### src/rtl/prewish_mask_player.sv
// prewish_mask_player: strobe-fed mask FIFO that plays 8-bit blink masks MSB-first on one LED
module prewish_mask_player #(
  parameter int SYSCLK_DIV_BITS = 21,
  parameter int FIFO_AW = 2
) (
  input  logic               CLK_I,
  input  logic               RST_I,
  input  logic               STB_I,
  input  logic [7:0]         DAT_I,
  output logic               ACK_O,
  output logic               o_ovf,
  output logic [FIFO_AW:0]   o_level,
  output logic               o_busy,
  output logic               o_led,
  output logic               o_alive
);
  localparam int DEPTH = 2**FIFO_AW;
  localparam logic [FIFO_AW:0] FULL_LEVEL = DEPTH[FIFO_AW:0];
  typedef enum logic [1:0] {IDLE, LOAD, PLAY} state_t;
  state_t r_state, w_next;
  logic [7:0] r_mem [DEPTH];
  logic [FIFO_AW-1:0] r_wptr, r_rptr;
  logic [FIFO_AW:0] r_level;
  logic r_stb_last, r_ack, r_ovf;
  logic [7:0] r_shreg, r_held;
  logic [2:0] r_bitcnt;
  logic [SYSCLK_DIV_BITS-1:0] r_timer;
  logic w_edge, w_full, w_push, w_pop, w_has, w_tick, w_last;
  assign w_edge = STB_I & ~r_stb_last;
  assign w_full = r_level == FULL_LEVEL;
  assign w_push = w_edge & ~w_full;
  assign w_pop = r_state == LOAD;
  assign w_has = r_level != '0;
  assign w_tick = &r_timer;
  assign w_last = r_bitcnt == 3'd7;
  assign ACK_O = r_ack;
  assign o_ovf = r_ovf;
  assign o_level = r_level;
  assign o_busy = r_state != IDLE;
  assign o_led = (r_state == PLAY) & r_shreg[7];
  assign o_alive = r_timer[SYSCLK_DIV_BITS-1];
  // Mask storage; contents are don't-care until written, so no reset.
  always_ff @(posedge CLK_I) begin
    if (w_push) r_mem[r_wptr] <= DAT_I;
  end
  // Strobe edge detect, FIFO pointers/level and the one-cycle accept/drop pulses.
  always_ff @(posedge CLK_I or negedge RST_I) begin
    if (!RST_I) begin
      r_stb_last <= 1'b0;
      r_ack <= 1'b0;
      r_ovf <= 1'b0;
      r_wptr <= '0;
      r_rptr <= '0;
      r_level <= '0;
    end else begin
      r_stb_last <= STB_I;
      r_ack <= w_push;
      r_ovf <= w_edge & w_full;
      r_wptr <= r_wptr + FIFO_AW'(w_push);
      r_rptr <= r_rptr + FIFO_AW'(w_pop);
      r_level <= r_level + (FIFO_AW+1)'(w_push) - (FIFO_AW+1)'(w_pop);
    end
  end
  // Player state register.
  always_ff @(posedge CLK_I or negedge RST_I) begin
    if (!RST_I) r_state <= IDLE;
    else r_state <= w_next;
  end
  // Next state: only a finished mask with a newer one queued leaves PLAY.
  always_comb begin
    w_next = PLAY;
    w_next = (r_state == IDLE) ? (w_has ? LOAD : IDLE) :
             (r_state == LOAD) ? PLAY :
             (w_tick && w_last && w_has) ? LOAD : PLAY;
  end
  // Bit timer and shifter; the held copy lets a mask repeat without a gap.
  always_ff @(posedge CLK_I or negedge RST_I) begin
    if (!RST_I) begin
      r_shreg <= '0;
      r_held <= '0;
      r_bitcnt <= '0;
      r_timer <= '0;
    end else if (r_state == LOAD) begin
      r_shreg <= r_mem[r_rptr];
      r_held <= r_mem[r_rptr];
      r_bitcnt <= '0;
      r_timer <= '0;
    end else if (r_state == PLAY) begin
      r_timer <= r_timer + 1'b1;
      if (w_tick) begin
        r_shreg <= w_last ? r_held : {r_shreg[6:0], 1'b0};
        r_bitcnt <= w_last ? 3'd0 : r_bitcnt + 3'd1;
      end
    end
  end
endmodule

### config.mk
export PLATFORM = sky130hd
export DESIGN_NAME = prewish_mask_player
export DESIGN_NICKNAME = d
export VERILOG_FILES = /design/src/rtl/prewish_mask_player.sv
export SDC_FILE = /design/constraint.sdc
export NUM_CORES = 1
export LEC_CHECK = 0
export CORE_AREA = 2 2 87 89
export DETAILED_ROUTE_END_ITERATION = 8
export DIE_AREA = 0 0 89 91
export PLACE_DENSITY = 0.72
export SYNTH_ARGS = -nofsm -noshare
export SYNTH_HDL_FRONTEND = slang
export SYNTH_SLANG_ARGS = --single-unit
### constraint.sdc
create_clock -name CLK_I -period 2.7 [get_ports CLK_I]
set_input_delay 0.27 -clock CLK_I [delete_from_list [all_inputs] [get_ports CLK_I]]
set_output_delay 0.27 -clock CLK_I [all_outputs]
set_load 0.01 [all_outputs]
==> out/metrics.yaml, run 1 <==
outcome:
  outcome: "finished, final reports clean"
sta:
  slew_viol_final: 0
  fin_tns_setup_ns: 0
  skew_ns: 0.00850
  hold_viol: 0
  finalCritPeriodShare: 0.758
  period_minus_slack_ns: 2.05
  slew_headroom: 0.611
  rsz0062_at_grt: "false"
  setup_viol: 0
  fmax_ghz: 0.488
  worst_pin_slew_ns: 0.584
global_routing:
  grt_pass1_wl_um: 11300
  grt_max_degree: 25
  overflow: 0
  grt_util_all_layers: 0.183
  antenna_found_initial: 0
  grt_pass1_vias: 2378
synthesis:
  ys_seq_elements: 84
  syn-cell-area_um2: 3840
  yosys-top-cells-count: "52 x dfrtp_1, 32 x edfxtp_1, 27 x a21oi_1"
  yosysTopAreaCell: "dfrtp_1"
  synth_edf_count: 32
  netlist_instances: 306
  synth-seq-area-share: 0.590
  yosys_warnings: 0
  synthFlopType: "dfrtp_1"
  synth_area_per_cell_um2: 12.5
  syn_nets: 328
  synth_top_area_frac: 0.339
  async_reset_ff_frac: 0.619
  ys_types: 38
  yosys-top-cells-area: "dfrtp_1 34%, edfxtp_1 25%, mux4_2 4.7%"
  yosysMostFrequentCell: "dfrtp_1"
setup_path:
  crit_family: "buffers and inverters"
  crit_type: "reg2reg"
  critical-path-slowest-cell: "and2_1"
  max_stage_delay_ns: 0.43
  crit_fanout: 15
  worstPathArrival_ns: 2.32
  cp-end-kind: "flip-flop"
  required_ns: 2.97
  critPathBufInv: 3
  cpMostUsedCell: "buf_4"
  worstPathCellList: "inv_1 -> ha_1 -> buf_4 -> and2_1 -> buf_4 -> a21oi_1 -> o21ai_0"
  cp-start-kind: "flip-flop"
clock_tree:
  clock_path_buffers: 2
  clk_latency_ns: 0.35
  cts_resized: 0
  post_cts_buffers: 0
  path_clk_slew_ns: 0.09
  numCtsBuffers: 9
  root_buffer: "clkbuf_8"
  cts_tree: "yes"
  htreeDepth: 3
  cts_hold_buf: 1
  cts.sink_count: 84
pwr:
  p_leak_nw: 1.73
  ir_worst_vdd_mv: 0.529
  power_w: 0.00283
  powerDensity_nw_per_um2: 641
placed_design:
  io_buffers: 18
  hpwl_um: 4400
  routabilityCongestion: 0.787
routing:
  ant_nets: 0
  routedWlPerCell_um: 15.4
  vias: 2411
  drcViolationCount: 0
  firstDrtPassIters: 4
  drt_iter0_markers: 184
  vias_per_cell: 5.54
  routed_wl_um: 6710
cells_and_area:
  n_antenna_cell: 0
  layout-drive-gt1-share: 0.173
  nets: 353
  n_fill_cell: 586
  regArea_um2: 2260
  multiInputGateArea_um2: 1460
  area_delta_synth_final_pct: 15.1
floorplan:
  die_w_um: 89
  initial_core_util: 0.538
  die-area_um2: 8100
  core_um2: 7140
  row_count: 31
  die_h_um: 91
  ios: 19
min_path:
  hp-class: "in2reg"
flow_run:
  cap_violations: 0
## worst paths after layout
check / cells past startpoint / slack, ns / endpoint / start
min in group asynchronous: 2 / 0.43 / r_timer[17] / RST_I
max: 7 / 0.65 / r_shreg[3] / r_state[1]
max reg2reg: 7 / 0.65 / r_shreg[3] / r_state[1]
min reg2reg: 2 / 0.50 / o_ovf / r_stb_last
min: 1 / 0.38 / r_stb_last / STB_I
max in group asynchronous: 3 / 1.62 / r_bitcnt[2] / RST_I
## cells in the final DEF, fill, tap and decap left out, types with 10 or more instances in the layout
cell              n
nor2_1           15
ha_1             10
a21oi_1          27
dfrtp_1          52
clkdlybuf4s50_1  17
inv_1            14
nand2_1          13
o21ai_0          12
nand3_1          11
edfxtp_1         32
mux2_2           11
buf_4            11
## cell families (layout without fill, tap and decap cells)
logic type / count (synthesis) / count (layout) / share of synthesized area
xor gates and xnor gates: 12 / 12 / 0.0274
and+or+nand+nor: 86 / 86 / 0.127
AOI/OAI and AO/OA: 57 / 57 / 0.0894
muxes: 26 / 26 / 0.0975
DFF: 84 / 84 / 0.590
adders and majority gates: 11 / 11 / 0.0378
buffers and inverters: 30 / 60 / 0.0313
## through the flow
step	util	hold WS, ns	instances	setup WS, ns	area (um2)
5_1_grt	0.619	0.380	435	0.511	4420
3_5_place_dp	0.582	0.295	418	0.515	4160
4_1_cts	0.619	0.362	435	0.632	4420
3_3_place_gp	0.582	0.291	418	0.568	4160
6_report	0.619	0.381	435	0.652	4420
2_1_floorplan	-	-0.0256	306	0.760	3840
## state kept, by name (all words and copies together) (netlist names)
signal and flops:
r_wptr 2, r_held 8, r_stb_last 1, ACK_O 1, r_timer 21, r_state 2, o_level 3, r_rptr 2
o_ovf 1, r_shreg 8, r_bitcnt 3, r_mem 32
## power breakdown
| part | internal (W) | switching, W | leakage (nW) |
|---|---|---|---|
| Sequential | 0.00142 | 0.0000624 | 0.931 |
| Clock | 0.000620 | 0.000460 | 0.124 |
| Combinational | 0.000137 | 0.000125 | 0.673 |
| Total | 0.00218 | 0.000647 | 1.73 |
## layout make-up
class	count	share of cell area
inverter	14	0.0119
clock buffer	9	0.0281
multi-input combinational	192	0.331
tap	99	0.0281
timing repair buffer	30	0.0606
clock inverter	7	0.0283
sequential	84	0.512
## routing by layer
| metal | track usage | up-vias | part of all wire | wire (um) |
|---|---|---|---|---|
| met3 | 0.0427 | 9 | 0.028 | 186 |
| met2 | 0.282 | 33 | 0.48 | 3240 |
| li1 | - | 1178 | - | - |
| met4 | 0.0721 | 0 | 0.014 | 95 |
| met5 | 0 | - | 0 | 0 |
| met1 | 0.252 | 1191 | 0.48 | 3200 |
(Power assumes the default switching activity.)
==> inputs of run 2 (changes only) <==
- clock period: 2.7 -> 2.1 ns (I/O delays scaled with it)
==> run 2 against run 1 <==
Effect of this change: global-route usage increased by 0.46 points; sequential cell count unchanged; register-to-register slack worse by 0.53 ns; die area is the same; fmax increased by 3.5%; power up 23%; first-iteration DRC count is 13% lower; clock skew decreased by 0.0021 ns; largest cell class unchanged.
==> out/metrics.yaml, run 2 (synthesized netlist as in run 1, its figures left out) <==
cells_and_area:
  area_delta_synth_final_pct: 15.6
  final_cell_mix: "52 x dfrtp_1, 32 x edfxtp_1, 27 x a21oi_1, 17 x clkdlybuf4s50_1, 15 x nor2_1"
  final_cells: 438
  reg_top3: "r_mem x32, r_timer x21"
  largest-register: "r_mem"
  n_antenna_cell: 0
  final_common_cell: "dfrtp_1"
  nets: 356
  largest_register_ff_count: 32
  layout-drive-gt1-share: 0.186
  n_fill_cell: 577
global_routing:
  grt_max_degree: 28
  antenna_found_initial: 0
  grt_pass1_wl_um: 11700
  grt_util_all_layers: 0.188
  grt_pass1_vias: 2492
  overflow: 0
routing:
  vias: 2465
  firstDrtPassIters: 4
  routed_wl_um: 6780
  vias_per_cell: 5.63
  wl_met2_um: 3390
  ant_nets: 0
  top_layer: "met4"
  routedWlPerCell_um: 15.5
  wl_met3_um: 210
  drt_iter0_markers: 160
  drt-met1-wl_um: 3070
  drcViolationCount: 0
setup_path:
  critical-path-slowest-cell: "or4_1"
  cp-end-kind: "flip-flop"
  worstPathArrival_ns: 2.26
  max_stage_delay_ns: 0.47
  crit_fanout: 8
  crit_type: "reg2reg"
  cp-start-kind: "flip-flop"
  worstPathCellList: "inv_1 -> ha_1 -> nand4_4 -> or2_4 -> or4_1 -> a21oi_1"
  required_ns: 2.38
sta:
  period_minus_slack_ns: 1.98
  whs_ns: 0.310
  slew_viol_final: 0
  finalCritPeriodShare: 0.942
  slew_headroom: 0.591
  fmax_ghz: 0.506
  worst_pin_slew_ns: 0.613
  hold_viol: 0
  setup_viol: 0
  setup_ws_ns: 0.122
  skew_ns: 0.00643
clock_tree:
  clk_latency_ns: 0.36
  root_buffer: "clkbuf_8"
  post_cts_buffers: 0
  cts.sink_count: 84
  clock_path_buffers: 2
  numCtsBuffers: 9
  htreeDepth: 3
  cts_tree: "yes"
  path_clk_slew_ns: 0.09
floorplan:
  ios: 19
  die-area_um2: 8100
  row_count: 31
  die_w_um: 89
  die_h_um: 91
  core_um2: 7140
  initial_core_util: 0.538
flow_run:
  cap_violations: 0
placed_design:
  io_buffers: 18
  placed_cells: 421
  preCtsSetupSlack_ns: 0.000324
  routabilityCongestion: 0.786
  hpwl_um: 4460
min_path:
  hp-class: "in2reg"
pwr:
  ir_worst_vdd_mv: 0.666
  powerDensity_nw_per_um2: 787
  p_leak_nw: 1.74
  power_w: 0.00349
outcome:
  outcome: "finished, final reports clean"
run 2: where the power goes:
| group | total, W | leakage, nW | internal [W] | switching (W) |
|---|---|---|---|---|
| clock network | 0.00123 | 0.109 | 0.000583 | 0.000646 |
| registers | 0.00191 | 0.931 | 0.00183 | 0.0000777 |
| logic | 0.000352 | 0.699 | 0.000185 | 0.000167 |
| total | 0.00349 | 1.74 | 0.00260 | 0.000891 |
run 2: final timing paths:
kind / startpoint / endpoint / slack (ns) / cells past startpoint
min in group asynchronous: RST_I / r_timer[6] / 0.40 / 2
min: STB_I / r_stb_last / 0.31 / 1
max reg2reg: r_state[0] / r_timer[18] / 0.12 / 6
max: r_state[0] / r_timer[18] / 0.12 / 6
min reg2reg: r_stb_last / o_ovf / 0.51 / 2
max in group asynchronous: RST_I / r_bitcnt[2] / 1.12 / 3
run 2: layout make-up:
type / count / area [um2] / share of cell area
inverter: 14 / 52.6 / 0.0119
sequential: 84 / 2260 / 0.510
timing repair buffer: 33 / 315 / 0.0711
clock buffer: 9 / 124 / 0.0279
multi-input combinational: 192 / 1470 / 0.331
clock inverter: 7 / 87.6 / 0.0198
tap: 99 / 124 / 0.0279
run 2: through the flow:
step | util | setup TNS [ns] | cell area (um2)
global placement | 0.589 | 0 | 4200
CTS | 0.620 | 0 | 4430
finish | 0.621 | 0 | 4430
floorplan | - | 0 | 3840
global route | 0.621 | -0.000185 | 4430
detailed placement | 0.589 | 0 | 4200
run 2: critical path: cells and delay by family (launching register included):
kind | cells | cell delay [ns]
simple gates | 3 | 0.94
flops | 1 | 0.38
fa+ha+maj | 1 | 0.36
compound gates | 1 | 0.16
buf+inv | 1 | 0.07
run 2: timing repair:
item / in CTS / in global routing
hold buffers: 1 / 0
gates resized for setup: 0 / 2
hold endpoints to repair: 25 / 0
endpoints found under the setup margin: 0 / 5
run 2: routing by layer:
metal | vias to the layer above | global-route usage
met3 | 12 | 0.0609
met4 | 0 | 0.0622
li1 | 1190 | -
met2 | 38 | 0.298
met5 | - | 0
met1 | 1225 | 0.244
==> inputs of run 3 (changes only) <==
- SLEW_MARGIN: default -> 20
==> results of run 3 <==
Final layout, timing and power as in run 2 (identical DEF).
